==> src/rtl/uart_tx_frame_ctrl_pkg.sv <==
// uart_tx_pkg: state encoding, frame-format constants and DATA_W range check
// shared by the UART transmit frame controller.
package uart_tx_pkg;

    typedef enum logic [2:0] {
        IDLE   = 3'd0,
        START  = 3'd1,
        DATA   = 3'd2,
        PARITY = 3'd3,
        STOP   = 3'd4
    } state_t;

    localparam logic PAR_EVEN = 1'b0;
    localparam logic PAR_ODD  = 1'b1;
    localparam logic STOP_1   = 1'b0;
    localparam logic STOP_2   = 1'b1;

    function automatic bit data_w_legal(input int w);
        return w >= 5 && w <= 9;
    endfunction

endpackage

==> src/rtl/uart_tx_frame_ctrl_if.sv <==
// uart_tx_frame_ctrl_if: word handshake plus per-frame format from the TX data source.
interface uart_tx_frame_ctrl_if #(
    parameter int DATA_W = 8
);
    logic [DATA_W-1:0] data_in;
    logic              data_valid;
    logic              data_ready;
    logic              par_en;
    logic              par_odd;
    logic              stop2;

    modport master (output data_in, data_valid, par_en, par_odd, stop2, input data_ready);
    modport slave  (input data_in, data_valid, par_en, par_odd, stop2, output data_ready);
endinterface

==> src/rtl/uart_tx_frame_ctrl_shift.sv <==
// uart_tx_shift: LSB-first data shift register and data-bit counter for one frame.
module uart_tx_shift #(
    parameter int DATA_W = 8,
    parameter int CNT_W  = $clog2(DATA_W)
) (
    input  logic              clk,
    input  logic              rst,
    input  logic              load,
    input  logic              shift,
    input  logic              count,
    input  logic [DATA_W-1:0] din,
    output logic              lsb,
    output logic              last_bit
);
    logic [DATA_W-1:0] shreg_q, shreg_d;
    logic [CNT_W-1:0]  cnt_q, cnt_d;

    // Only DATA-state shifts are counted, so the count peaks at DATA_W-1 and fits CNT_W.
    always_comb begin
        shreg_d = load ? din : shift ? shreg_q >> 1 : shreg_q;
        cnt_d   = load ? '0 : count ? cnt_q + 1'b1 : cnt_q;
    end

    always_ff @(posedge clk or posedge rst) begin
        if (rst) begin
            shreg_q <= '0;
            cnt_q   <= '0;
        end else begin
            shreg_q <= shreg_d;
            cnt_q   <= cnt_d;
        end
    end

    assign lsb      = shreg_q[0];
    assign last_bit = cnt_q == CNT_W'(DATA_W - 1);
endmodule

==> src/rtl/uart_tx_frame_ctrl.sv <==
// uart_tx_frame_ctrl: UART transmit frame FSM with runtime parity/stop format,
// baud-tick pacing and valid/ready word intake; drives the serial line directly.
module uart_tx_frame_ctrl
    import uart_tx_pkg::*;
#(
    parameter int DATA_W = 8,
    parameter int CNT_W  = $clog2(DATA_W)
) (
    input  logic                 clk,
    input  logic                 rst,
    input  logic                 bit_tick,
    uart_tx_frame_ctrl_if.slave  s,
    output logic                 tx_out,
    output logic                 busy,
    output logic                 frame_done
);
    state_t state_q, state_d;
    logic   tx_q, tx_d, busy_q, busy_d, done_q, done_d;
    logic   par_q, par_d, par_en_q, par_en_d, stop2_q, stop2_d, stop_cnt_q, stop_cnt_d;
    logic   last_stop, accept, shift, count, lsb, last_bit;

    if (!data_w_legal(DATA_W)) begin : g_bad_data_w
        $error("uart_tx_frame_ctrl: DATA_W must be in 5..9");
    end

    uart_tx_shift #(
        .DATA_W(DATA_W),
        .CNT_W (CNT_W)
    ) u_shift (
        .clk     (clk),
        .rst     (rst),
        .load    (accept),
        .shift   (shift),
        .count   (count),
        .din     (s.data_in),
        .lsb     (lsb),
        .last_bit(last_bit)
    );

    assign last_stop    = stop2_q == STOP_1 || stop_cnt_q;
    assign s.data_ready = bit_tick && (state_q == IDLE || (state_q == STOP && last_stop));
    assign accept       = s.data_valid && s.data_ready;

    always_comb begin
        state_d    = state_q;
        tx_d       = tx_q;
        busy_d     = busy_q;
        done_d     = 1'b0;
        par_d      = par_q;
        par_en_d   = par_en_q;
        stop2_d    = stop2_q;
        stop_cnt_d = stop_cnt_q;
        shift      = 1'b0;
        count      = 1'b0;
        if (bit_tick) begin
            case (state_q)
                IDLE: tx_d = 1'b1;
                START: begin
                    tx_d    = lsb;
                    shift   = 1'b1;
                    state_d = DATA;
                end
                DATA: begin
                    if (!last_bit) begin
                        tx_d  = lsb;
                        shift = 1'b1;
                        count = 1'b1;
                    end else begin
                        tx_d       = par_en_q ? par_q : 1'b1;
                        state_d    = par_en_q ? PARITY : STOP;
                        stop_cnt_d = 1'b0;
                    end
                end
                PARITY: begin
                    tx_d       = 1'b1;
                    state_d    = STOP;
                    stop_cnt_d = 1'b0;
                end
                STOP: begin
                    if (!last_stop) begin
                        stop_cnt_d = 1'b1;
                    end else begin
                        done_d  = 1'b1;
                        tx_d    = 1'b1;
                        busy_d  = 1'b0;
                        state_d = IDLE;
                    end
                end
                default: begin
                    tx_d    = 1'b1;
                    busy_d  = 1'b0;
                    state_d = IDLE;
                end
            endcase
            // A word taken on the last stop tick starts the next frame with no idle gap.
            if (accept) begin
                par_en_d   = s.par_en;
                par_d      = ^s.data_in ^ (s.par_odd == PAR_ODD);
                stop2_d    = s.stop2;
                stop_cnt_d = 1'b0;
                tx_d       = 1'b0;
                busy_d     = 1'b1;
                state_d    = START;
            end
        end
    end

    always_ff @(posedge clk or posedge rst) begin
        if (rst) begin
            state_q    <= IDLE;
            tx_q       <= 1'b1;
            busy_q     <= 1'b0;
            done_q     <= 1'b0;
            par_q      <= 1'b0;
            par_en_q   <= 1'b0;
            stop2_q    <= 1'b0;
            stop_cnt_q <= 1'b0;
        end else begin
            state_q    <= state_d;
            tx_q       <= tx_d;
            busy_q     <= busy_d;
            done_q     <= done_d;
            par_q      <= par_d;
            par_en_q   <= par_en_d;
            stop2_q    <= stop2_d;
            stop_cnt_q <= stop_cnt_d;
        end
    end

    assign tx_out     = tx_q;
    assign busy       = busy_q;
    assign frame_done = done_q;
endmodule

==> src/flat_wrapper.sv <==
// flat-port wrapper written by rule: the top's interface ports become plain ports
module uart_tx_frame_ctrl_flat import uart_tx_pkg::*;
#(
    parameter int DATA_W = 8,
    parameter int CNT_W  = $clog2(DATA_W)
)
  (clk, rst, bit_tick, tx_out, busy, frame_done, s_data_in, s_data_valid, s_par_en, s_par_odd, s_stop2, s_data_ready);
  uart_tx_frame_ctrl_if #(.DATA_W(DATA_W)) s_i ();
  input  logic clk;
  input  logic rst;
  input  logic bit_tick;
  output logic tx_out;
  output logic busy;
  output logic frame_done;
  input wire logic [$bits(s_i.data_in)-1:0] s_data_in;
  input wire logic [$bits(s_i.data_valid)-1:0] s_data_valid;
  input wire logic [$bits(s_i.par_en)-1:0] s_par_en;
  input wire logic [$bits(s_i.par_odd)-1:0] s_par_odd;
  input wire logic [$bits(s_i.stop2)-1:0] s_stop2;
  output wire logic [$bits(s_i.data_ready)-1:0] s_data_ready;
  assign s_i.data_in = s_data_in;
  assign s_i.data_valid = s_data_valid;
  assign s_i.par_en = s_par_en;
  assign s_i.par_odd = s_par_odd;
  assign s_i.stop2 = s_stop2;
  assign s_data_ready = s_i.data_ready;
  uart_tx_frame_ctrl #(.DATA_W(DATA_W), .CNT_W(CNT_W)) u_core (.clk(clk), .rst(rst), .bit_tick(bit_tick), .s(s_i), .tx_out(tx_out), .busy(busy), .frame_done(frame_done));
endmodule
==> config.mk <==
export PLATFORM = sky130hd
export DESIGN_NAME = uart_tx_frame_ctrl_flat
export DESIGN_NICKNAME = d
export VERILOG_FILES = /design/src/rtl/uart_tx_frame_ctrl_pkg.sv /design/src/rtl/uart_tx_frame_ctrl_if.sv /design/src/rtl/uart_tx_frame_ctrl_shift.sv /design/src/rtl/uart_tx_frame_ctrl.sv /design/src/flat_wrapper.sv
export SDC_FILE = /design/constraint.sdc
export NUM_CORES = 1
export LEC_CHECK = 0
export BUFFER_PORTS_ARGS = -buffer_cell sky130_fd_sc_hd__buf_2
export CORE_MARGIN = 2
export CORE_UTILIZATION = 47
export CTS_BUF_LIST = sky130_fd_sc_hd__clkbuf_8
export CTS_CLUSTER_DIAMETER = 100
export DETAILED_ROUTE_END_ITERATION = 8
export GPL_TIMING_DRIVEN = 0
export PLACE_DENSITY = 0.69
export SLEW_MARGIN = 20
export SYNTH_ARGS = -nofsm -noshare
export SYNTH_HDL_FRONTEND = slang
export SYNTH_SLANG_ARGS = --single-unit
==> constraint.sdc <==
create_clock -name clk -period 2.05 [get_ports clk]
set_input_delay 0.1025 -clock clk [delete_from_list [all_inputs] [get_ports clk]]
set_output_delay 0.1025 -clock clk [all_outputs]
set_load 0.01 [all_outputs]
==> results.sh <==
export IMPL_seqCellArea_um2=527
export IMPL_cts_tree="yes"
export IMPL_synth_xor_area_share_pct=6.91
export IMPL_clkTransAtPathRegs_ns=0.07
export IMPL_finalNonFillerCells=163
export IMPL_synth_edff_count=0
export IMPL_rows=17
export IMPL_antenna_found_initial=0
export IMPL_finalSetupViolations=0
export IMPL_internal_power_w=0.00104
export IMPL_worstPathRequired_ns=2.20
export IMPL_synth_compound_area_share_pct=18.1
export IMPL_clk_latency_ns=0.25
export IMPL_htreeDepth=1
export IMPL_drt_pass1_iter_count=4
export IMPL_fin_crit_sh_pct=95.1
export IMPL_outcome="finished clean"
export IMPL_grt_max_degree=22
export IMPL_cp_common_cell="ha_1"
export IMPL_synth_area_per_cell_um2=10.1
export IMPL_worstPathArrival_ns=2.10
export IMPL_grt_pass1_vias=821
export IMPL_power_frac_seq_pct=42.9
export IMPL_crit_slowest_cell="or3b_4"
export IMPL_die_h_um=53.3
export IMPL_antenna_cells=0
export IMPL_critPathKind="reg -> reg"
export IMPL_ys_seq_elements=21
export IMPL_ys_flop_type="dfrtp_1"
export IMPL_yosysMostFrequentCell="nand2_1"
export IMPL_critPathMaxFanout=8
export IMPL_nets=153
export IMPL_drive_above_1_share_pct=26.7
export IMPL_cpPeakStageDelay_ns=0.41
export IMPL_crit_path_end_kind="register"
export IMPL_ant_nets=0
export IMPL_synth_top_area_share_pct=43.9
export IMPL_synth_fp_nets=130
export IMPL_synth_area_leaders="dfrtp_1 (44%), nand2_1 (6.9%), a22oi_1 (4.6%)"
export IMPL_vias_per_cell=5.33
export IMPL_cap_violations=0
export IMPL_clk_path_buf_depth=2
export IMPL_grtUsageTotal_pct=17.8
export IMPL_drc=0
export IMPL_ys_warn_count=0
export IMPL_slew_violations=0
export IMPL_final_setup_skew_ns=0.00112
export IMPL_synth_mux_area_share_pct=4.71
export IMPL_numCtsBuffers=3
export IMPL_multiInputGateArea_um2=549
export IMPL_pwr_share_clk_pct=15.7
export IMPL_grt_ovfl_total=0
export IMPL_synthTopCellsByCount="nand2_1 (21), dfrtp_1 (20), o21ai_0 (9)"
export IMPL_synth_simple_area_share_pct=16.2
export IMPL_synth_top_area_cell="dfrtp_1"
export IMPL_io_pin_count=19
export IMPL_wire_per_inst_um=12.7
export IMPL_critPathLaunchType="register"
export IMPL_syn_area_um2=1140
export IMPL_dieArea_um2=2840
export IMPL_routed_wl_um=2070
export IMPL_ir_worst_vdd_v=0.000783
export IMPL_hp_class="in -> reg"
export IMPL_drtIter0Drc=18
export IMPL_cts_sinks=21
export IMPL_core_area_um2=2250
export IMPL_synth_seq_area_share_pct=46.2
export IMPL_ys_types=31
export IMPL_rsz0062_at_grt="no"
export IMPL_synth_cells=113
export IMPL_hpwl_um=1560
export IMPL_p_leak_nw=0.639
export IMPL_grt_pass1_wl_um=3620
export IMPL_place_congestion=0.772
export IMPL_tns_ns=0
export IMPL_port_buffers=17
export IMPL_switchingPower_w=0.000588
export IMPL_vias=868
export IMPL_synth_adder_area_share_pct=2.19
export IMPL_hold_viol=0
export IMPL_post_cts_buffers=0
export IMPL_postCtsResizedCells=0
export IMPL_p_per_area_nw_per_um2=1240
export IMPL_die_x_um=53.3
export IMPL_period_needed_ns=1.95
export IMPL_comb_power_share_pct=41.3
export IMPL_syn2layout_area_growth_pct=15.4
export IMPL_async_flop_share_pct=100
export IMPL_clockRootBuffer="clkbuf_8"
export IMPL_synth_top_family_by_area="compound AO/OA/AOI/OAI gates"
export IMPL_placed_cells=158
export IMPL_worst_pin_slew_ns=0.764
export IMPL_max_freq_ghz=0.513
export IMPL_slew_headroom_pct=49.0
export IMPL_crit_chain="ha_1, ha_1, or3b_4, a21oi_4, nor2_2, a22o_1"
export IMPL_fill_cells=221
export IMPL_switching_share_pct=36.1
export IMPL_start_util_pct=50.6
[logic make-up after synthesis]
| logic type | after synthesis |
|---|---|
| AO/OA/AOI/OAI | 27 |
| XOR/XNOR | 9 |
| adder cells (fa/ha/maj) | 2 |
| buffers and inverters | 9 |
| flip-flops | 21 |
| multiplexers | 5 |
| AND/OR/NAND/NOR | 40 |
[layer usage]
metal	wire length, um	up-vias	GRT usage [%]
met5	0	-	0
met4	8	0	5.13
met1	909	405	20.5
met2	1040	27	31.7
li1	-	434	-
met3	110	2	5.08
[layout make-up]
| cell class | instances | share of cell area [%] |
|---|---|---|
| plain buffers | 6 | 4.09 |
| clock buffers | 3 | 3.14 |
| clock inverters | 1 | 0.285 |
| inverters | 3 | 0.856 |
| multi-input cells | 83 | 41.7 |
| flip-flops and latches | 21 | 40.0 |
| well taps | 28 | 2.66 |
| repair buffers | 18 | 7.22 |
[layout by cell type, fill, tap and decap left out, drive strengths merged]
cell,synthesis,routed
mux2,3,3
ha,2,2
nand2b,3,3
a31oi,1,1
clkbuf,0,3
o21ai,9,9
buf,6,23
dfstp,1,1
mux2i,2,2
a2111oi,1,1
dfrtp,20,20
nand2,21,21
a21oi,3,3
nor2b,1,1
o31ai,2,2
or2,1,1
a41o,1,1
and2b,1,1
or3b,1,1
a41oi,1,1
dlygate4sd3,0,1
a22o,1,1
nor3,3,3
inv,3,4
xor2,3,3
nor2,9,9
o22ai,1,1
a22oi,7,7
xnor2,6,6
[worst max-delay path: cells and delay by family (launching register included)]
family / cells / cell delay (ns)
AOI/OAI and AO/OA: 2 / 0.44
adders and majority gates: 2 / 0.45
DFF: 1 / 0.40
and+or+nand+nor: 2 / 0.54
[power groups by stage]
stage,Combinational (W),Clock [W],Sequential (W)
6_report,0.000673,0.000256,0.000699
5_1_grt,0.000758,0.000285,0.000717
4_1_cts,0.000683,0.000272,0.000699
3_5_place_dp,0.000683,0,0.000708
3_3_place_gp,0.000656,0,0.000699
2_1_floorplan,0.000535,0,0.000689
[final timing paths]
check,start,end,slack (ns),cells past startpoint
min,s_par_en,u_core.par_en_q,0.08,2
max,u_core.u_shift.cnt_q[0],u_core.u_shift.shreg_q[7],0.10,6
max reg2reg,u_core.u_shift.cnt_q[0],u_core.u_shift.shreg_q[7],0.10,6
min in group asynchronous,rst,u_core.u_shift.shreg_q[2],0.52,3
max in group asynchronous,rst,u_core.u_shift.cnt_q[0],1.05,3
min reg2reg,u_core.tx_out,u_core.tx_out,0.47,2
[sequential cells by signal (all words and copies together), names as in the netlist]
register                cells
u_core.frame_done           1
u_core.par_q                1
u_core.stop2_q              1
u_core.u_shift.shreg_q      8
u_core.stop_cnt_q           1
u_core.state_q              3
u_core.par_en_q             1
u_core.busy                 1
u_core.u_shift.cnt_q        3
u_core.tx_out               1
[through the flow]
stage,instance area (um2),worst slack (ns),hold slack [ns],utilization (%),power (W)
finish,1320,0.101,0.0790,58.4,0.00163
global route,1320,0.00578,0.0716,58.4,0.00176
CTS,1320,0.0903,0.0716,58.4,0.00165
detailed placement,1260,0.0985,0.287,55.9,0.00139
global placement,1260,0.136,0.285,55.9,0.00135
floorplan,1140,0.235,0.0783,-,0.00122
[timing repair]
item | CTS | global route
endpoints found under the setup margin | 0 | 0
endpoints found under the hold margin | 5 | 0
hold buffers | 1 | 0
No activity file was read; power rests on OpenSTA's default activity.
